**src/rtl/matrix_win_ctrl.sv**
```systemverilog
// ---------------------------------------------------------------------------
// matrix_win_ctrl
//
// Purpose:
//   Timing controller for a 7x7 matrix (window) datapath fed by a
//   vsync/href/clken video stream. It tracks the column and row of every
//   accepted pixel beat, counts how many complete lines are buffered in
//   the six line buffers, and flags beats whose 7x7 window lies fully
//   inside the image. Window flags are delayed so they line up with the
//   output beat of the matrix datapath. Line and frame length errors are
//   latched per frame.
//
// Parameters:
//   IMG_HDISP   active pixels per line
//   IMG_VDISP   active lines per frame
//   ALIGN_DLY   cycles from input beat to matrix datapath output beat
//
// Ports:
//   clk              single clock, rising edge
//   rst_n            asynchronous active-low reset
//   per_frame_vsync  frame valid (high during the frame)
//   per_frame_href   line valid
//   per_frame_clken  pixel beat strobe
//   col_cnt          accepted beats in the current line (saturating)
//   row_cnt          completed lines in the current frame (saturating)
//   line_fill        complete lines held in the line buffers, max 6
//   win_valid        window fully inside the image, datapath aligned
//   win_ccol         window centre column (0 when win_valid is low)
//   win_crow         window centre row    (0 when win_valid is low)
//   frame_start      one-cycle pulse when a frame is entered
//   frame_done       one-cycle pulse when a frame ends
//   line_len_err     sticky: a line ended with the wrong beat count
//   frame_len_err    sticky: a frame ended with the wrong line count
// ---------------------------------------------------------------------------
module matrix_win_ctrl #(
  parameter logic [9:0] IMG_HDISP = 10'd640,
  parameter logic [9:0] IMG_VDISP = 10'd480,
  parameter int         ALIGN_DLY = 3
) (
  input  logic       clk,
  input  logic       rst_n,
  input  logic       per_frame_vsync,
  input  logic       per_frame_href,
  input  logic       per_frame_clken,
  output logic [9:0] col_cnt,
  output logic [9:0] row_cnt,
  output logic [2:0] line_fill,
  output logic       win_valid,
  output logic [9:0] win_ccol,
  output logic [9:0] win_crow,
  output logic       frame_start,
  output logic       frame_done,
  output logic       line_len_err,
  output logic       frame_len_err
);

  localparam logic [1:0] ST_IDLE  = 2'd0;
  localparam logic [1:0] ST_ARMED = 2'd1;
  localparam logic [1:0] ST_FRAME = 2'd2;
  localparam logic [1:0] ST_LINE  = 2'd3;

  logic [1:0] state;
  logic [1:0] state_nxt;

  logic       in_frame;
  logic       beat;
  logic       line_end;
  logic       frame_end;
  logic       frame_go;
  logic       in_win;
  logic [9:0] row_inc;
  logic [9:0] row_final;
  logic       row_ovf_final;

  // Overflow markers: the counters saturate, so a line or frame that runs
  // past its nominal length would otherwise be indistinguishable from an
  // exact one.
  logic       col_ovf;
  logic       row_ovf;

  // Alignment shift register; the last stage drives the window outputs.
  logic [ALIGN_DLY:0] pipe_v;
  logic [9:0]         pipe_c [0:ALIGN_DLY];
  logic [9:0]         pipe_r [0:ALIGN_DLY];

  // Event decode. A beat needs vsync still high so that a beat coinciding
  // with the frame falling edge is not counted into a finished frame.
  // Line end in LINE is either href dropping or vsync dropping under it.
  always_comb begin
    in_frame  = (state == ST_FRAME) || (state == ST_LINE);
    beat      = in_frame && per_frame_vsync && per_frame_href && per_frame_clken;
    line_end  = (state == ST_LINE) && (!per_frame_href || !per_frame_vsync);
    frame_end = in_frame && !per_frame_vsync;
    frame_go  = (state == ST_ARMED) && per_frame_vsync;

    row_inc   = (row_cnt >= IMG_VDISP) ? row_cnt : row_cnt + 10'd1;
    row_final = line_end ? row_inc : row_cnt;
    row_ovf_final = row_ovf || (line_end && (row_cnt >= IMG_VDISP));

    in_win = beat &&
             (col_cnt >= 10'd6) && (row_cnt >= 10'd6) &&
             (col_cnt < IMG_HDISP) && (row_cnt < IMG_VDISP);
  end

  // Next-state logic. IDLE only leaves once vsync has been seen low, so a
  // frame already in progress at reset release is skipped entirely.
  always_comb begin
    state_nxt = state;
    case (state)
      ST_IDLE:  if (!per_frame_vsync) state_nxt = ST_ARMED;
      ST_ARMED: if (per_frame_vsync)  state_nxt = ST_FRAME;
      ST_FRAME: begin
        if (!per_frame_vsync)    state_nxt = ST_ARMED;
        else if (per_frame_href) state_nxt = ST_LINE;
      end
      ST_LINE: begin
        if (!per_frame_vsync)     state_nxt = ST_ARMED;
        else if (!per_frame_href) state_nxt = ST_FRAME;
      end
      default: state_nxt = ST_IDLE;
    endcase
  end

  always_ff @(posedge clk or negedge rst_n) begin
    if (!rst_n) state <= ST_IDLE;
    else        state <= state_nxt;
  end

  // Position counters, line buffer fill level, pulses and sticky errors.
  // A vsync fall inside a line performs the line-end update and the
  // frame-end check in the same cycle, using the post-increment row count.
  always_ff @(posedge clk or negedge rst_n) begin
    if (!rst_n) begin
      col_cnt       <= '0;
      row_cnt       <= '0;
      line_fill     <= '0;
      col_ovf       <= 1'b0;
      row_ovf       <= 1'b0;
      frame_start   <= 1'b0;
      frame_done    <= 1'b0;
      line_len_err  <= 1'b0;
      frame_len_err <= 1'b0;
    end else begin
      frame_start <= 1'b0;
      frame_done  <= 1'b0;
      if (frame_go) begin
        frame_start   <= 1'b1;
        col_cnt       <= '0;
        row_cnt       <= '0;
        line_fill     <= '0;
        col_ovf       <= 1'b0;
        row_ovf       <= 1'b0;
        line_len_err  <= 1'b0;
        frame_len_err <= 1'b0;
      end else begin
        if (beat) begin
          if (col_cnt < IMG_HDISP) col_cnt <= col_cnt + 10'd1;
          else                     col_ovf <= 1'b1;
        end
        if (line_end) begin
          col_cnt <= '0;
          col_ovf <= 1'b0;
          row_cnt <= row_inc;
          if (row_cnt >= IMG_VDISP) row_ovf <= 1'b1;
          if (line_fill < 3'd6) line_fill <= line_fill + 3'd1;
          if ((col_cnt != IMG_HDISP) || col_ovf) line_len_err <= 1'b1;
        end
        if (frame_end) begin
          frame_done <= 1'b1;
          if ((row_final != IMG_VDISP) || row_ovf_final) frame_len_err <= 1'b1;
        end
      end
    end
  end

  // Window alignment pipeline. Centre coordinates are captured at the beat
  // and forced to zero for non-window beats so the outputs read 0 whenever
  // win_valid is low. It keeps shifting across vsync edges so beats in
  // flight at frame end still emerge.
  always_ff @(posedge clk or negedge rst_n) begin
    if (!rst_n) begin
      pipe_v <= '0;
      for (int i = 0; i <= ALIGN_DLY; i++) begin
        pipe_c[i] <= '0;
        pipe_r[i] <= '0;
      end
    end else begin
      pipe_v[0] <= in_win;
      pipe_c[0] <= in_win ? (col_cnt - 10'd3) : 10'd0;
      pipe_r[0] <= in_win ? (row_cnt - 10'd3) : 10'd0;
      for (int i = 1; i <= ALIGN_DLY; i++) begin
        pipe_v[i] <= pipe_v[i-1];
        pipe_c[i] <= pipe_c[i-1];
        pipe_r[i] <= pipe_r[i-1];
      end
    end
  end

  assign win_valid = pipe_v[ALIGN_DLY];
  assign win_ccol  = pipe_c[ALIGN_DLY];
  assign win_crow  = pipe_r[ALIGN_DLY];

endmodule

```
**config.mk**
```make
export PLATFORM = sky130hd
export DESIGN_NAME = matrix_win_ctrl
export DESIGN_NICKNAME = d
export VERILOG_FILES = /design/src/rtl/matrix_win_ctrl.sv
export SDC_FILE = /design/constraint.sdc
export NUM_CORES = 1
export LEC_CHECK = 0
export ABC_AREA = 1
export CAP_MARGIN = 20
export CORE_MARGIN = 8
export CORE_UTILIZATION = 49
export CTS_CLUSTER_DIAMETER = 60
export DETAILED_ROUTE_END_ITERATION = 10
export PLACE_DENSITY = 0.83
export SETUP_SLACK_MARGIN = 0.02
export SLEW_MARGIN = 15
export SYNTH_ARGS = -nofsm -noshare
export SYNTH_HDL_FRONTEND = slang
export SYNTH_SLANG_ARGS = --single-unit
```
**constraint.sdc**
```tcl
create_clock -name clk -period 1.5 [get_ports clk]
set_clock_uncertainty 0.05 [all_clocks]
set_input_delay 0.3 -clock clk [delete_from_list [all_inputs] [get_ports clk]]
set_output_delay 0.3 -clock clk [all_outputs]
set_load 0.01 [all_outputs]
```
==> results.py, run 1 <==
metrics = {
    "outcome": {
        "status": "finished, violations left",
        "violations": "setup timing",
    },
    "die": {
        "rows": 34,
        "die_h_um": 109,
        "dieArea_um2": 11800,
        "io_pins": 53,
        "coreArea_um2": 8550,
        "initial_core_util_pct": 49.4,
        "die_x_um": 109,
    },
    "setup_path": {
        "required_ns": 1.89,
        "crit_start": "col_cnt[0]$_DFFE_PN0P_",
        "rr_startpoint": "col_cnt[0]$_DFFE_PN0P_",
        "path_class": "reg2reg",
        "end_kind": "register",
        "critPathArrivalTime_ns": 2.29,
        "critPathLaunchType": "register",
        "path_max_fanout": 5,
        "worstRegToRegCells": 9,
    },
    "clock_tree": {
        "clock-root-buffer": "clkbuf_8",
        "clk_latency_ns": 0.52,
        "cts_tree": "yes",
        "cts-htree-levels": 4,
        "cts_buffers": 17,
        "cts_buffer_depth": 2,
        "cts.sinks": 115,
        "clk_pin_slew_ns": 0.06,
    },
    "drt": {
        "antenna_left": 0,
        "via_per_inst": 5.15,
        "first_iter_violations": 190,
        "drc": 0,
        "num_vias": 3492,
        "first_pass_iters": 5,
        "wl_per_cell_um": 18.6,
        "routed_wl_um": 12600,
    },
    "synthesis": {
        "netlist_area_um2": 4220,
        "async_flop_share_pct": 100,
        "ys_seq_elements": 115,
        "synthTopCellsByArea": "dfrtp_1, nand2_1, nor2_1",
        "synth_warnings": 0,
        "yosysUniqueCellTypes": 32,
        "yosys-top-cells-count": "dfrtp_1, nand2_1, nor2_1, inv_1, nand3_1",
        "yosysSeqAreaShare_pct": 68.2,
        "synth_fp_nets": 388,
        "netlist.area_leader.share_pct": 68.2,
        "synth_area_leader_cell": "dfrtp_1",
        "yosys.cell_count.top_type": "dfrtp_1",
        "synth-main-ff-cell": "dfrtp_1",
        "synth_edf_count": 0,
        "synthCells": 378,
        "synth.avg_cell_area_um2": 11.2,
    },
    "timing": {
        "setup_tns_ns": -9.27,
        "worst_slack_ns": -0.401,
        "whs_ns": 0.208,
        "rsz0062_at_grt": "true",
        "period_share_pct": 127,
        "setup_viol": 46,
        "finalMaxSlewViolations": 0,
        "hold_violations": 0,
        "clock.fmax_ghz": 0.526,
        "final.min_clock_period_ns": 1.90,
    },
    "place": {
        "dp_hpwl_um": 6360,
        "place_inst": 591,
        "gp_congestion": 0.861,
        "dp_slack_ns": -0.557,
        "numPortBuffers": 52,
        "placed_area_um2": 5350,
    },
    "final_layout": {
        "layout-drive-gt1-share_pct": 57.0,
        "final_area_um2": 6950,
        "multi_input_area_um2": 1570,
        "antennaDiodeCount": 0,
        "fin_cells": 678,
        "area_growth_pct": 64.7,
        "fin_util_pct": 81.3,
        "num-fill-cells": 404,
        "finalNetCount": 567,
        "regArea_um2": 2890,
    },
    "job": {
        "maxCapViolCount": 0,
    },
    "grt": {
        "grt_first_pass_wirelength_um": 17900,
        "grt_antenna_before_repair": 0,
        "grt_pass1_vias": 3594,
        "grtUsageTotal_pct": 19.8,
        "grt_max_degree": 29,
        "overflow": 0,
    },
    "pwr": {
        "power_per_cell_area_nw_per_um2": 1220,
        "ir_drop_uv": 751,
        "total_power_mw": 8.48,
        "p_leak_nw": 3.55,
    },
    "worst_hold_path": {
        "holdCritPathClass": "in2async",
    },
}
flip-flops by register name (all words and copies together) (netlist names):
name	cells
col_cnt	10
col_ovf	1
frame_done	1
frame_len_err	1
frame_start	1
line_fill	3
line_len_err	1
pipe_c	30
pipe_r	30
pipe_v	4
row_cnt	10
row_ovf	1
state	2
win_ccol	10
win_crow	10
report_power, final:
part           internal [mW]  leakage [nW]  total [mW]  switching [mW]
Combinational          0.600          1.69        1.24           0.636
Clock                   2.47         0.290        3.98            1.51
Sequential              3.19          1.57        3.26          0.0662
repair_timing:
item / CTS / global route
setup endpoints to repair: 84 / 73
resized for setup: 254 / 114
pin swaps: 22 / 23
buffers inserted: 40 / 19
gates cloned: 2 / 0
hold buffers: 1 / 0
endpoints found under the hold margin: 75 / 0
critical path, stage by stage, from the launching register on:
cell,delay [ns]
dfrtp_1,0.40
buf_6,0.14
inv_4,0.06
ha_4,0.12
a31oi_1,0.09
o31ai_1,0.31
nand4_1,0.21
buf_6,0.19
buf_6,0.14
nor2_2,0.10
placed cells by master, fill, tap and decap left out, drive strengths merged:
master / n
a221oi: 1
nor4: 1
clkdlybuf4s15: 8
conb: 1
inv: 42
clkinvlp: 1
clkinv: 6
o21a: 2
nand3: 22
buf: 159
a31oi: 3
nand4: 5
xor2: 13
o22ai: 1
clkdlybuf4s50: 3
a21oi: 17
nor2: 50
nor3: 12
clkbuf: 32
dfrtp: 115
o31ai: 2
a211oi: 2
bufinv: 2
nand2: 53
dlygate4sd3: 1
o211ai: 1
ha: 5
o21ai: 9
nand3b: 1
layer usage:
layer	track usage [%]	routed length, um
met1	23.4	4980
met3	4.73	761
met5	0	0
met2	33.8	6550
met4	8.70	330
area by class of cell:
| type | instances | share of cell area, % |
|---|---|---|
| sequential | 115 | 41.5 |
| multi-input combinational | 201 | 22.6 |
| inverter | 38 | 2.20 |
| tap | 108 | 1.94 |
| timing repair buffer | 184 | 23.2 |
| clock buffer | 19 | 6.35 |
| clock inverter | 13 | 2.12 |
cell families after synthesis:
group,count (synthesis),synth area share [%]
adders and majority gates,5,1.48
buffers and inverters,62,7.35
DFF,115,68.2
xor gates and xnor gates,13,2.70
AOI/OAI and AO/OA,38,5.40
other,1,0.0889
and+or+nand+nor,144,14.8
worst paths after layout:
path | endpoint | slack, ns
setup / recovery | pipe_c[39]$_DFF_PN0_ | -0.40
hold / removal | pipe_r[18]$_DFF_PN0_ | 0.21
setup reg to reg | pipe_c[39]$_DFF_PN0_ | -0.40
hold reg to reg | pipe_r[25]$_DFF_PN0_ | 0.29
max in group asynchronous | row_cnt[0]$_DFF_PN0_ | 0.69
min in group clk | pipe_r[25]$_DFF_PN0_ | 0.29
No activity file was read; power rests on OpenSTA's default activity.
==> run 2, diff against run 1 <==
- SETUP_SLACK_MARGIN: 0.02 -> not set
==> run 2 against run 1 <==
Fmax is 3.2% higher. Combinational power hardly changed. Clock power is 2% higher. Non-clock buffer count is 14 lower. Largest cell class unchanged. Count of clock-buffer cells in the layout is 1 lower. Utilization is 0.20 points higher. Total power is 0.73% higher. Routed wire length is 6.3% higher. Final cell count is 1.9% lower. The flow still finishes with violations (setup timing).
==> results.py, run 2 (synthesized netlist as in run 1, its figures left out) <==
metrics = {
    "outcome": {
        "status": "finished, violations left",
        "violations": "setup timing",
    },
    "die": {
        "dieArea_um2": 11800,
        "die_x_um": 109,
        "io_pins": 53,
        "die_h_um": 109,
        "rows": 34,
        "initial_core_util_pct": 49.4,
        "coreArea_um2": 8550,
    },
    "setup_path": {
        "critPathLaunchType": "register",
        "crit_chain": "buf_6, nand2_4, nor2_4, nor2_4, nand2_4, nand2_2, nand2_1, nor2_1, nand2_1, nor2_1, nand2_1, nand2_1, nand2_1",
        "required_ns": 1.85,
        "cpMostUsedCell": "nand2_1",
        "cp_slowest_cell": "dfrtp_2",
        "slowest_delay_ns": 0.42,
        "path_max_fanout": 8,
        "critPathArrivalTime_ns": 2.19,
        "path_class": "reg2reg",
        "end_kind": "register",
    },
    "timing": {
        "rsz0062_at_grt": "true",
        "clock.fmax_ghz": 0.543,
        "period_share_pct": 123,
        "hold_violations": 0,
        "whs_ns": 0.0736,
        "final.min_clock_period_ns": 1.84,
        "finalMaxSlewViolations": 0,
        "worst_slack_ns": -0.341,
        "setup_viol": 46,
    },
    "job": {
        "maxCapViolCount": 0,
    },
    "drt": {
        "first_iter_violations": 285,
        "drc": 0,
        "wl_per_cell_um": 20.2,
        "via_per_inst": 5.29,
        "routed_wl_um": 13400,
        "first_pass_iters": 6,
        "num_vias": 3519,
        "antenna_left": 0,
    },
    "final_layout": {
        "top_regs": "pipe_c x30, pipe_r x30",
        "area_growth_pct": 65.1,
        "fin_util_pct": 81.5,
        "final_common_cell": "dfrtp_1",
        "antennaDiodeCount": 0,
        "finalNetCount": 554,
        "layout-drive-gt1-share_pct": 51.7,
        "final_cell_mix": "dfrtp_1, buf_4, buf_6",
        "num-fill-cells": 420,
    },
    "grt": {
        "grt_max_degree": 58,
        "grt_first_pass_wirelength_um": 16100,
        "overflow": 0,
        "grt_antenna_before_repair": 0,
        "grt_pass1_vias": 3289,
        "grtUsageTotal_pct": 17.8,
    },
    "place": {
        "numPortBuffers": 52,
        "gp_congestion": 0.925,
        "dp_hpwl_um": 6040,
    },
    "clock_tree": {
        "cts_buffer_depth": 2,
        "cts_tree": "yes",
        "cts.sinks": 115,
        "cts_buffers": 17,
        "cts-htree-levels": 4,
        "clk_latency_ns": 0.51,
        "clock-root-buffer": "clkbuf_8",
        "clk_pin_slew_ns": 0.06,
    },
    "pwr": {
        "power_per_cell_area_nw_per_um2": 1230,
        "p_leak_nw": 3.52,
        "ir_drop_uv": 817,
        "total_power_mw": 8.54,
    },
    "worst_hold_path": {
        "holdCritPathClass": "in2async",
    },
}
run 2: worst paths after layout:
path                                           start                        end  slack, ns  cells after the start
worst max register to register  row_cnt[5]$_DFF_PN0_  frame_len_err$_DFFE_PN0P_      -0.34                     13
worst max-delay path            row_cnt[5]$_DFF_PN0_  frame_len_err$_DFFE_PN0P_      -0.34                     13
worst min register to register  pipe_r[32]$_DFF_PN0_       pipe_r[22]$_DFF_PN0_       0.29                      0
worst min-delay path                           rst_n      win_crow[9]$_DFF_PN0_       0.07                      2
max in group asynchronous                      rst_n       row_cnt[9]$_DFF_PN0_       0.81                      3
min in group clk                     per_frame_vsync       state[0]$_DFFE_PN0P_       0.21                      2
run 2: worst max-delay path, delay by kind of cell (launching register included):
| family | cells | cell delay, ns |
|---|---|---|
| flops | 1 | 0.42 |
| buf+inv | 1 | 0.13 |
| simple gates | 12 | 1.12 |
run 2: metrics by stage:
step / std cells / TNS [ns] / setup WS (ns) / instance area [um2]
2_1_floorplan: 378 / -0.0894 / -0.0894 / 4260
3_3_place_gp: 587 / -17.41 / -0.580 / 5310
3_5_place_dp: 587 / -20.48 / -0.632 / 5310
4_1_cts: 643 / -4.45 / -0.216 / 6210
5_1_grt: 665 / -10.00 / -0.406 / 6970
6_report: 665 / -7.82 / -0.341 / 6970
run 2: where the power goes:
part / leakage [nW] / internal (mW) / switching (mW)
sequential: 1.57 / 3.19 / 0.0600
combinational: 1.67 / 0.551 / 0.674
clock: 0.286 / 2.46 / 1.61
total: 3.52 / 6.20 / 2.34
run 2: area by class of cell:
type                       instances  area (um2)  area share, %
clock inverter                    14         165           2.37
timing repair buffer             170        1540           22.1
inverter                          38         160           2.30
multi-input combinational        202        1650           23.7
sequential                       115        2890           41.4
tap                              108         135           1.94
clock buffer                      18         428           6.14
run 2: repair_timing:
action	in CTS	in global routing
pin swaps	10	34
cloned	3	1
hold buffers	1	0
gates resized for setup	192	150
setup buffers	21	25
setup endpoints to repair	80	64
endpoints found under the hold margin	115	0
run 2: layer usage:
layer	up-vias	part of all wire (%)	track usage [%]
li1	1527	-	-
met1	1771	39	21.5
met2	186	51	29.9
met3	35	6.4	4.67
met4	0	3.5	7.04
met5	-	0	0
==> run 3, diff against run 2 <==
- CORE_ASPECT_RATIO: not set -> 0.5
==> run 3 against run 2 <==
The run still ends with setup timing left. Count of clock-buffer cells in the layout rose by 2. Flip-flop and latch count did not move. Cell area fell by 4.6%. Largest power group unchanged. Routed wire length rose by 2.0%. Register-to-register slack got worse by 0.02 ns.
==> results.py, run 3 (synthesized netlist as in run 1, its figures left out) <==
metrics = {
    "outcome": {
        "status": "finished, violations left",
        "violations": "setup timing",
    },
    "pwr": {
        "ir_drop_uv": 834,
        "total_power_mw": 8.91,
        "power_per_cell_area_nw_per_um2": 1340,
        "p_leak_nw": 3.42,
    },
    "setup_path": {
        "reg2reg_to": "pipe_r[32]$_DFF_PN0_",
        "end_kind": "register",
        "crit_start": "col_cnt[0]$_DFFE_PN0P_",
        "critPathArrivalTime_ns": 2.16,
        "r2r_setup_slack_ns": -0.37,
        "rr_startpoint": "col_cnt[0]$_DFFE_PN0P_",
        "critPathLaunchType": "register",
        "required_ns": 1.79,
        "path_class": "reg2reg",
        "worstRegToRegCells": 9,
        "cp-endpoint": "pipe_r[32]$_DFF_PN0_",
        "path_max_fanout": 6,
    },
    "final_layout": {
        "top_regs": "pipe_c x30, pipe_r x30",
        "layout-drive-gt1-share_pct": 44.5,
        "final_area_um2": 6650,
        "area_growth_pct": 57.5,
        "final_common_cell": "dfrtp_1",
        "fin_cells": 654,
        "final_cell_mix": "dfrtp_1, buf_4, nand2_1",
        "finalNetCount": 535,
        "antennaDiodeCount": 0,
        "fin_util_pct": 77.9,
    },
    "timing": {
        "rsz0062_at_grt": "true",
        "setup_tns_ns": -8.50,
        "setup_viol": 42,
        "hold_violations": 0,
        "whs_ns": 0.163,
        "finalMaxSlewViolations": 0,
        "final.min_clock_period_ns": 1.87,
        "period_share_pct": 124,
        "worst_slack_ns": -0.366,
        "clock.fmax_ghz": 0.536,
    },
    "drt": {
        "first_iter_violations": 351,
        "via_per_inst": 5.44,
        "antenna_left": 0,
        "routed_wl_um": 13700,
        "first_pass_iters": 5,
        "wl_per_cell_um": 20.9,
        "num_vias": 3561,
        "drc": 0,
    },
    "place": {
        "numPortBuffers": 52,
        "gp_congestion": 0.960,
        "dp_hpwl_um": 6120,
        "placed_area_um2": 5270,
        "place_inst": 588,
        "dp_slack_ns": -0.585,
    },
    "worst_hold_path": {
        "holdCritPathClass": "in2reg",
    },
    "clock_tree": {
        "cts.sinks": 115,
        "cts_tree": "yes",
        "cts_buffer_depth": 2,
        "cts-htree-levels": 4,
        "clk_pin_slew_ns": 0.06,
        "cts_buffers": 17,
        "clock-root-buffer": "clkbuf_16",
        "clk_latency_ns": 0.42,
    },
    "die": {
        "dieArea_um2": 12000,
        "rows": 24,
        "io_pins": 53,
        "die_x_um": 147,
        "coreArea_um2": 8530,
        "initial_core_util_pct": 49.5,
        "die_h_um": 81.6,
    },
    "grt": {
        "grt_pass1_vias": 3427,
        "met1_usage_pct": 21.6,
        "top_usage_layer": "met2",
        "grt_max_degree": 43,
        "met3_usage_pct": 6.05,
        "overflow": 0,
        "grt_first_pass_wirelength_um": 17100,
        "grt_antenna_before_repair": 0,
        "grtUsageTotal_pct": 18.7,
        "grtUsageMet2_pct": 32.1,
    },
    "job": {
        "maxCapViolCount": 0,
    },
}
-- run 3: cell count changes in the layout (fill, tap and decap cells not counted), sizes merged --
cell	before	now
clkdlybuf4s50	2	1
a21oi	18	17
inv	45	40
dlymetal6s2s	0	1
bufinv	2	5
buf	140	108
dlygate4sd2	1	32
clkdlybuf4s15	23	7
clkbuf	21	22
clkinv	3	2
-- run 3: worst min path at each step --
stage | slack (ns) | cells after the start | end | start
finish | 0.16 | 3 | state[0]$_DFFE_PN0P_ | per_frame_href
global route | 0.19 | 3 | state[0]$_DFFE_PN0P_ | per_frame_href
CTS | 0.25 | 2 | state[0]$_DFFE_PN0P_ | per_frame_vsync
detailed placement | 0.16 | 1 | row_cnt[4]$_DFF_PN0_ | rst_n
global placement | 0.15 | 1 | frame_start$_DFF_PN0_ | rst_n
floorplan | -0.05 | 0 | col_cnt[0]$_DFFE_PN0P_ | rst_n
-- run 3: cell type report --
| type | instances | area, um2 |
|---|---|---|
| repair buffers | 152 | 1300 |
| clock inverters | 11 | 200 |
| multi-input cells | 201 | 1510 |
| clock buffers | 20 | 447 |
| fillers | 453 | 1880 |
| flip-flops and latches | 115 | 2880 |
| well taps | 117 | 146 |
| inverters | 38 | 160 |
-- run 3: timing repair --
item,in CTS,in global routing
cloned,1,0
pin swaps,13,34
endpoints found under the setup margin,82,48
hold endpoints to repair,18,0
setup buffers,16,23
gates resized for setup,119,107
hold buffers,1,0
-- run 3: layer usage --
layer	vias to the layer above	part of all wire [%]
met5	-	0
met4	0	5.4
met3	91	7.9
met2	251	49
met1	1732	38
li1	1487	-
-- run 3: where the power goes --
part | total, mW | internal, mW | switching, mW
combinational | 1.15 | 0.510 | 0.640
clock | 4.50 | 3.00 | 1.50
sequential | 3.26 | 3.19 | 0.0700
total | 8.91 | 6.70 | 2.21
-- run 3: worst max-delay path: stages, from the launching register on --
cell and delay [ns]:
dfrtp_1 0.40, buf_6 0.14, inv_4 0.07, ha_4 0.13, a31oi_1 0.08, o31ai_1 0.27, nand4_1 0.18, buf_6 0.18
buf_6 0.14, a21oi_2 0.14
